<file path="src/rtl/prime_pkg.sv">
// rtl/prime_pkg.sv - shared width, FSM state and number types for the prime trial divider
package prime_pkg;

    localparam int DEFAULT_WIDTH = 11;

    typedef enum logic [2:0] {
        IDLE,
        TEST,
        DIV,
        CHK,
        EMIT,
        DONE
    } state_t;

    typedef logic [DEFAULT_WIDTH-1:0] num_t;

endpackage

</file>
<file path="src/rtl/serial_mod.sv">
// rtl/serial_mod.sv - restoring bit-serial remainder, one dividend bit per cycle
module serial_mod #(
    parameter int WIDTH = prime_pkg::DEFAULT_WIDTH
) (
    input  logic             clk,
    input  logic             rst,
    input  logic             go,
    input  logic [WIDTH-1:0] dividend,
    input  logic [WIDTH-1:0] divisor,
    output logic [WIDTH-1:0] remainder,
    output logic             rdy
);

    localparam int CW = $clog2(WIDTH + 1);

    logic [WIDTH-1:0] r_rem;
    logic [WIDTH-1:0] r_quo;
    logic [WIDTH-1:0] r_div;
    logic [CW-1:0]    r_cnt;
    logic             r_rdy;

    // Shift one dividend bit into the partial remainder; a single conditional
    // subtract suffices because the partial remainder is always below the divisor.
    function automatic logic [WIDTH-1:0] mod_step(input logic [WIDTH-1:0] rem,
                                                  input logic             bit_in,
                                                  input logic [WIDTH-1:0] d);
        logic [WIDTH:0] sh;
        sh = {rem, bit_in};
        if (sh >= {1'b0, d}) begin
            sh = sh - {1'b0, d};
        end
        return sh[WIDTH-1:0];
    endfunction

    // The go cycle performs the first step, so the remainder is ready WIDTH cycles after go.
    always_ff @(posedge clk or negedge rst) begin
        if (!rst) begin
            r_rem <= '0;
            r_quo <= '0;
            r_div <= '0;
            r_cnt <= '0;
            r_rdy <= 1'b0;
        end else if (go) begin
            r_rem <= mod_step('0, dividend[WIDTH-1], divisor);
            r_quo <= dividend << 1;
            r_div <= divisor;
            r_cnt <= CW'(WIDTH - 1);
            r_rdy <= 1'b0;
        end else if (r_cnt != '0) begin
            r_rem <= mod_step(r_rem, r_quo[WIDTH-1], r_div);
            r_quo <= r_quo << 1;
            r_cnt <= r_cnt - CW'(1);
            if (r_cnt == CW'(1)) begin
                r_rdy <= 1'b1;
            end
        end
    end

    assign remainder = r_rem;
    assign rdy       = r_rdy;

endmodule

</file>
<file path="src/rtl/prime_trial_divider.sv">
// rtl/prime_trial_divider.sv - sweeps n=2..num_max, trial-divides each n, streams (n, prime); option PRIME_SKIP_EVEN_EN
module prime_trial_divider
    import prime_pkg::*;
#(
    parameter int WIDTH = DEFAULT_WIDTH
) (
    input  logic             clk,
    input  logic             rst,
    input  logic             start,
    input  logic [WIDTH-1:0] num_max,
    output logic             busy,
    output logic             done,
    output logic             out_valid,
    input  logic             out_ready,
    output logic [WIDTH-1:0] number_checked,
    output logic             prime,
    output logic [WIDTH-1:0] number_of_primes
);

    state_t           r_state;
    state_t           w_next;
    logic [WIDTH-1:0] r_n;
    logic [WIDTH-1:0] r_d;
    logic [WIDTH-1:0] r_max;
    logic [WIDTH-1:0] r_count;
    logic             r_prime;

    logic [WIDTH-1:0] w_dnext;
    logic [WIDTH-1:0] w_div_in;
    logic [WIDTH-1:0] w_rem;
    logic             w_rdy;
    logic             w_go;
    logic             w_even_skip;
    logic             w_d_past;
    logic             w_dnext_past;

    // True when d*d exceeds n, evaluated at full double width so it never overflows.
    function automatic logic sq_exceeds(input logic [WIDTH-1:0] d, input logic [WIDTH-1:0] n);
        logic [2*WIDTH-1:0] dd;
        dd = {{WIDTH{1'b0}}, d} * {{WIDTH{1'b0}}, d};
        return dd > {{WIDTH{1'b0}}, n};
    endfunction

`ifdef PRIME_SKIP_EVEN_EN
    assign w_even_skip = ~r_n[0] && (r_n != WIDTH'(2));
    assign w_dnext     = (r_d == WIDTH'(2)) ? WIDTH'(3) : r_d + WIDTH'(2);
`else
    assign w_even_skip = 1'b0;
    assign w_dnext     = r_d + WIDTH'(1);
`endif

    assign w_d_past     = sq_exceeds(r_d, r_n);
    assign w_dnext_past = sq_exceeds(w_dnext, r_n);

    // In CHK the divisor register is still being advanced, so feed the next divisor directly.
    assign w_div_in = (r_state == CHK) ? w_dnext : r_d;

    serial_mod #(.WIDTH(WIDTH)) u_mod (
        .clk       (clk),
        .rst       (rst),
        .go        (w_go),
        .dividend  (r_n),
        .divisor   (w_div_in),
        .remainder (w_rem),
        .rdy       (w_rdy)
    );

    // State register.
    always_ff @(posedge clk or negedge rst) begin
        if (!rst) begin
            r_state <= IDLE;
        end else begin
            r_state <= w_next;
        end
    end

    // Next-state decode.
    always_comb begin
        w_next = r_state;
        case (r_state)
            IDLE, DONE: begin
                if (start) begin
                    w_next = (num_max < WIDTH'(2)) ? DONE : TEST;
                end
            end
            TEST: begin
                if (w_even_skip || w_d_past) begin
                    w_next = EMIT;
                end else begin
                    w_next = DIV;
                end
            end
            DIV: begin
                if (w_rdy) begin
                    w_next = CHK;
                end
            end
            CHK: begin
                if (w_rem == '0 || w_dnext_past) begin
                    w_next = EMIT;
                end else begin
                    w_next = DIV;
                end
            end
            EMIT: begin
                if (out_ready) begin
                    w_next = (r_n == r_max) ? DONE : TEST;
                end
            end
            default: w_next = IDLE;
        endcase
    end

    // Outputs decoded from the registered state; go launches a division on entry to DIV.
    always_comb begin
        busy      = (r_state == TEST) || (r_state == DIV) || (r_state == CHK) || (r_state == EMIT);
        done      = (r_state == DONE);
        out_valid = (r_state == EMIT);
        w_go      = ((r_state == TEST) || (r_state == CHK)) && (w_next == DIV);
    end

    // Sweep datapath: bound latch, candidate n, divisor d, verdict and prime count.
    always_ff @(posedge clk or negedge rst) begin
        if (!rst) begin
            r_n     <= '0;
            r_d     <= '0;
            r_max   <= '0;
            r_count <= '0;
            r_prime <= 1'b0;
        end else begin
            case (r_state)
                IDLE, DONE: begin
                    if (start) begin
                        r_max   <= num_max;
                        r_count <= '0;
                        if (num_max >= WIDTH'(2)) begin
                            r_n <= WIDTH'(2);
                            r_d <= WIDTH'(2);
                        end
                    end
                end
                TEST: begin
                    if (w_even_skip) begin
                        r_prime <= 1'b0;
                    end else if (w_d_past) begin
                        r_prime <= 1'b1;
                    end
                end
                CHK: begin
                    if (w_rem == '0) begin
                        r_prime <= 1'b0;
                    end else begin
                        r_d <= w_dnext;
                        if (w_dnext_past) begin
                            r_prime <= 1'b1;
                        end
                    end
                end
                EMIT: begin
                    if (out_ready) begin
                        r_count <= r_count + WIDTH'(r_prime);
                        if (r_n != r_max) begin
                            r_n <= r_n + WIDTH'(1);
                            r_d <= WIDTH'(2);
                        end
                    end
                end
                default: ;
            endcase
        end
    end

    assign number_checked   = r_n;
    assign prime            = r_prime;
    assign number_of_primes = r_count;

endmodule

</file>
<file path="config.mk">
export PLATFORM = sky130hd
export DESIGN_NAME = prime_trial_divider
export DESIGN_NICKNAME = d
export VERILOG_FILES = /design/src/rtl/prime_pkg.sv /design/src/rtl/serial_mod.sv /design/src/rtl/prime_trial_divider.sv
export SDC_FILE = /design/constraint.sdc
export NUM_CORES = 1
export LEC_CHECK = 0
export CAP_MARGIN = 25
export CORE_ASPECT_RATIO = 1.75
export CORE_MARGIN = 2
export CORE_UTILIZATION = 50
export CTS_CLUSTER_DIAMETER = 200
export DETAILED_ROUTE_END_ITERATION = 8
export PLACE_DENSITY = 0.67
export SYNTH_ARGS = -nofsm -noshare
export SYNTH_HDL_FRONTEND = slang
export SYNTH_SLANG_ARGS = --single-unit
</file>
<file path="constraint.sdc">
create_clock -name clk -period 14.9 [get_ports clk]
set_input_delay 3.725 -clock clk [delete_from_list [all_inputs] [get_ports clk]]
set_output_delay 3.725 -clock clk [all_outputs]
set_load 0.02 [all_outputs]
</file>
==> key figures <==
STA
  • Final TNS setup: 0 ns
  • Actual slew at the worst max-slew pin: 1.06 ns
  • Number of failing hold endpoints at the final stage: 0
  • Slew Viols, Final: 0
  • Slew headroom: 28.9%
  • Skew final: 0.00748 ns
  • Final setup vio count: 0
  • Final worst-path cycle share: 60.9%
  • RSZ-0062 raised after global routing: no
  • Tmin final: 9.08 ns
  • Peak Freq: 110 MHz

Setup path
  • Worst Path Buf+Inv: 5
  • Critical Path Slowest Stage Cell: nor4_1
  • Worst setup SP type: flop
  • CP delay by family, top: adder cells
  • CP endpoint kind: flop
  • Max incr delay on CP: 0.79 ns
  • Crit Path Class: flop to flop
  • Critical Path AT: 9.33 ns
  • Worst Path Required: 15.16 ns
  • Worst-path fanout max: 20

Finish
  • Final #Nets: 1725
  • Filler cells: 2321
  • Final core occ: 54.7%
  • Register area: 2130 sq um
  • ANT cells: 0
  • P&R area growth vs syn: 7.60%
  • Share of layout cells above drive strength 1: 4.09%
  • Multi-input gate area: 9270 sq um

Route
  • Iter 0 DRT Violations: 419
  • Vias/cell: 5.56
  • Drt first pass iters: 5
  • Drt wl/cell: 17.2 um
  • Drt drc: 0
  • Vias: 9743
  • Total Wirelength: 30.2 mm
  • Post-DRT Antenna Nets: 0

Synthesis
  • Synth top area share: 20.8%
  • Synthesized area per cell: 8.79 sq um
  • Register area share after synthesis: 17.0%
  • Cell variety after synth: 69
  • Synth Register Bits: 85
  • Async SR Flop Fraction: 100%
  • Yosys top cell by area: fa_1
  • Cell count after synthesis: 1424
  • Top_reg_cell synth: dfrtp_1
  • Synth top area cells: fa_1 (21%), dfrtp_1 (17%), ha_1 (14%)
  • EDFF count, synth: 0
  • Cell area after synthesis: 12500 sq um
  • Ys Warns: 0

Clock network
  • Clk_lat worst skew: 0.35 ns
  • Worst-path clk slew: 0.07 ns
  • Post-CTS Hold Buffers: 0
  • CTS Root Cell: clkbuf_16
  • Clk buf depth: 2
  • CTS tree: yes
  • CTS HTree Levels: 3
  • Resized Gates After CTS: 0
  • Post CTS Setup Buffer Count: 0
  • Sink Count: 85
  • CTS Buf Count: 9

Place
  • Hpwl dp: 25.5 mm
  • Port Buffer Count: 40
  • Gpl congestion: 0.915

Power and ir drop
  • Power Dens Cells: 90.9 nW/um^2
  • Leak pwr: 7.08 nW
  • Peak VDD IR: 0.0734 mV

Floorplanning
  • Row cnt: 76
  • # IOs: 41
  • Die Ht: 213 um
  • Die Width: 124 um
  • Initial core utilization: 50.8%
  • Core area: 24600 sq um
  • DIE AREA: 26400 sq um

Flow run
  • Max cap viols: 0

Global routing
  • Remaining global-route overflow: 0
  • Largest net degree at the start of global routing: 64
  • Vias in the first global route: 10192
  • GRT Util Overall: 24.0%
  • Global-route wire length before repair: 49.6 mm
  • Initial antenna violation count: 0

Status
  • Outcome: complete, no violations

Hold path
  • Worst min-delay path class: flop to flop
cell families after synthesis:
group                    count (synthesis)  synth area share [%]
other                                    2                0.0600
multiplexers                            65                  5.45
AND/OR/NAND/NOR                        392                  15.3
buffers and inverters                  294                  9.02
flip-flops                              85                  17.0
adder cells (fa/ha/maj)                274                  35.2
XOR/XNOR                                95                  6.64
AO/OA/AOI/OAI                          217                  11.3
metrics by stage:
stage | total power (W) | hold WS (ns) | cell area [sq um] | worst slack, ns | instances
5_1_grt | 0.00132 | 0.539 | 13500 | 5.28 | 1753
4_1_cts | 0.00123 | 0.503 | 13500 | 5.87 | 1753
2_1_floorplan | 0.000833 | 0.458 | 12500 | 7.24 | 1426
3_3_place_gp | 0.000973 | 0.473 | 13200 | 6.12 | 1737
3_5_place_dp | 0.000986 | 0.486 | 13200 | 5.97 | 1737
6_report | 0.00122 | 0.504 | 13500 | 5.82 | 1753
registers in the layout, summed over array words and instances (netlist names):
register          flops
prime                 1
u_mod.rdy             1
r_d                  11
u_mod.r_quo          10
r_max                11
r_state               3
u_mod.r_div          11
number_of_primes     11
u_mod.remainder      11
number_checked       11
u_mod.r_cnt           4
power by group:
group	total [W]	switching, W	internal, W
clock	0.000240	0.0000988	0.000141
sequential	0.000369	0.0000682	0.000301
combinational	0.000616	0.000340	0.000276
path summary, 6_finish.rpt:
path	cells after the start	to	startpoint	slack, ns
worst max-delay path	30	u_mod.remainder[7]	r_d[0]	5.82
worst min-delay path	1	u_mod.r_div[10]	u_mod.r_div[10]	0.50
worst max register to register	30	u_mod.remainder[7]	r_d[0]	5.82
worst min register to register	1	u_mod.r_div[10]	u_mod.r_div[10]	0.50
max in group asynchronous	2	u_mod.r_div[5]	rst	10.51
min in group asynchronous	1	r_max[1]	rst	3.26
metal layers:
layer	global-route usage (%)	part of all wire, %	vias to the layer above
met5	0	0	-
met4	11.2	4.7	0
met3	1.76	2.0	64
met2	46.2	55	155
met1	26.0	38	4823
li1	-	-	4701
cell usage after synthesis, types with 8 or more instances:
library cell and count:
nand3_1 20, o211ai_1 9, buf_2 9, o31ai_1 8, dfrtp_1 85, mux2_2 21, ha_1 144, o21a_1 8
a211oi_1 9, a21oi_1 60, and3_1 10, fa_1 130, nor4_1 15, inv_1 246, nand2b_1 13, xor2_1 29
nor3_1 24, nor2b_1 12, and2_1 41, nor2_1 96, xnor2_1 66, nand2_1 112, nand4_1 16, or3_1 12
a21o_1 28, clkbuf_1 35, o21ai_0 45, mux2i_1 40
final cells by class:
cell class              count  area share, %
repair buffers             45           3.23
clock inverters             5          0.483
clock buffers              11           1.88
flip-flops and latches     85           15.8
multi-input cells        1047           68.8
inverters                 248           6.91
well taps                 312           2.90
layout by cell type (no fill, tap or decap), types with 20 or more instances in the layout:
| master | instances |
|---|---|
| a21o_1 | 28 |
| a21oi_1 | 60 |
| and2_1 | 41 |
| clkdlybuf4s50_1 | 39 |
| dfrtp_1 | 85 |
| fa_1 | 130 |
| ha_1 | 144 |
| inv_1 | 246 |
| mux2_2 | 21 |
| mux2i_1 | 40 |
| nand2_1 | 112 |
| nand3_1 | 20 |
| nor2_1 | 96 |
| nor3_1 | 24 |
| o21ai_0 | 45 |
| xnor2_1 | 66 |
| xor2_1 | 29 |
Note: power is estimated with default switching activity, not from simulation.
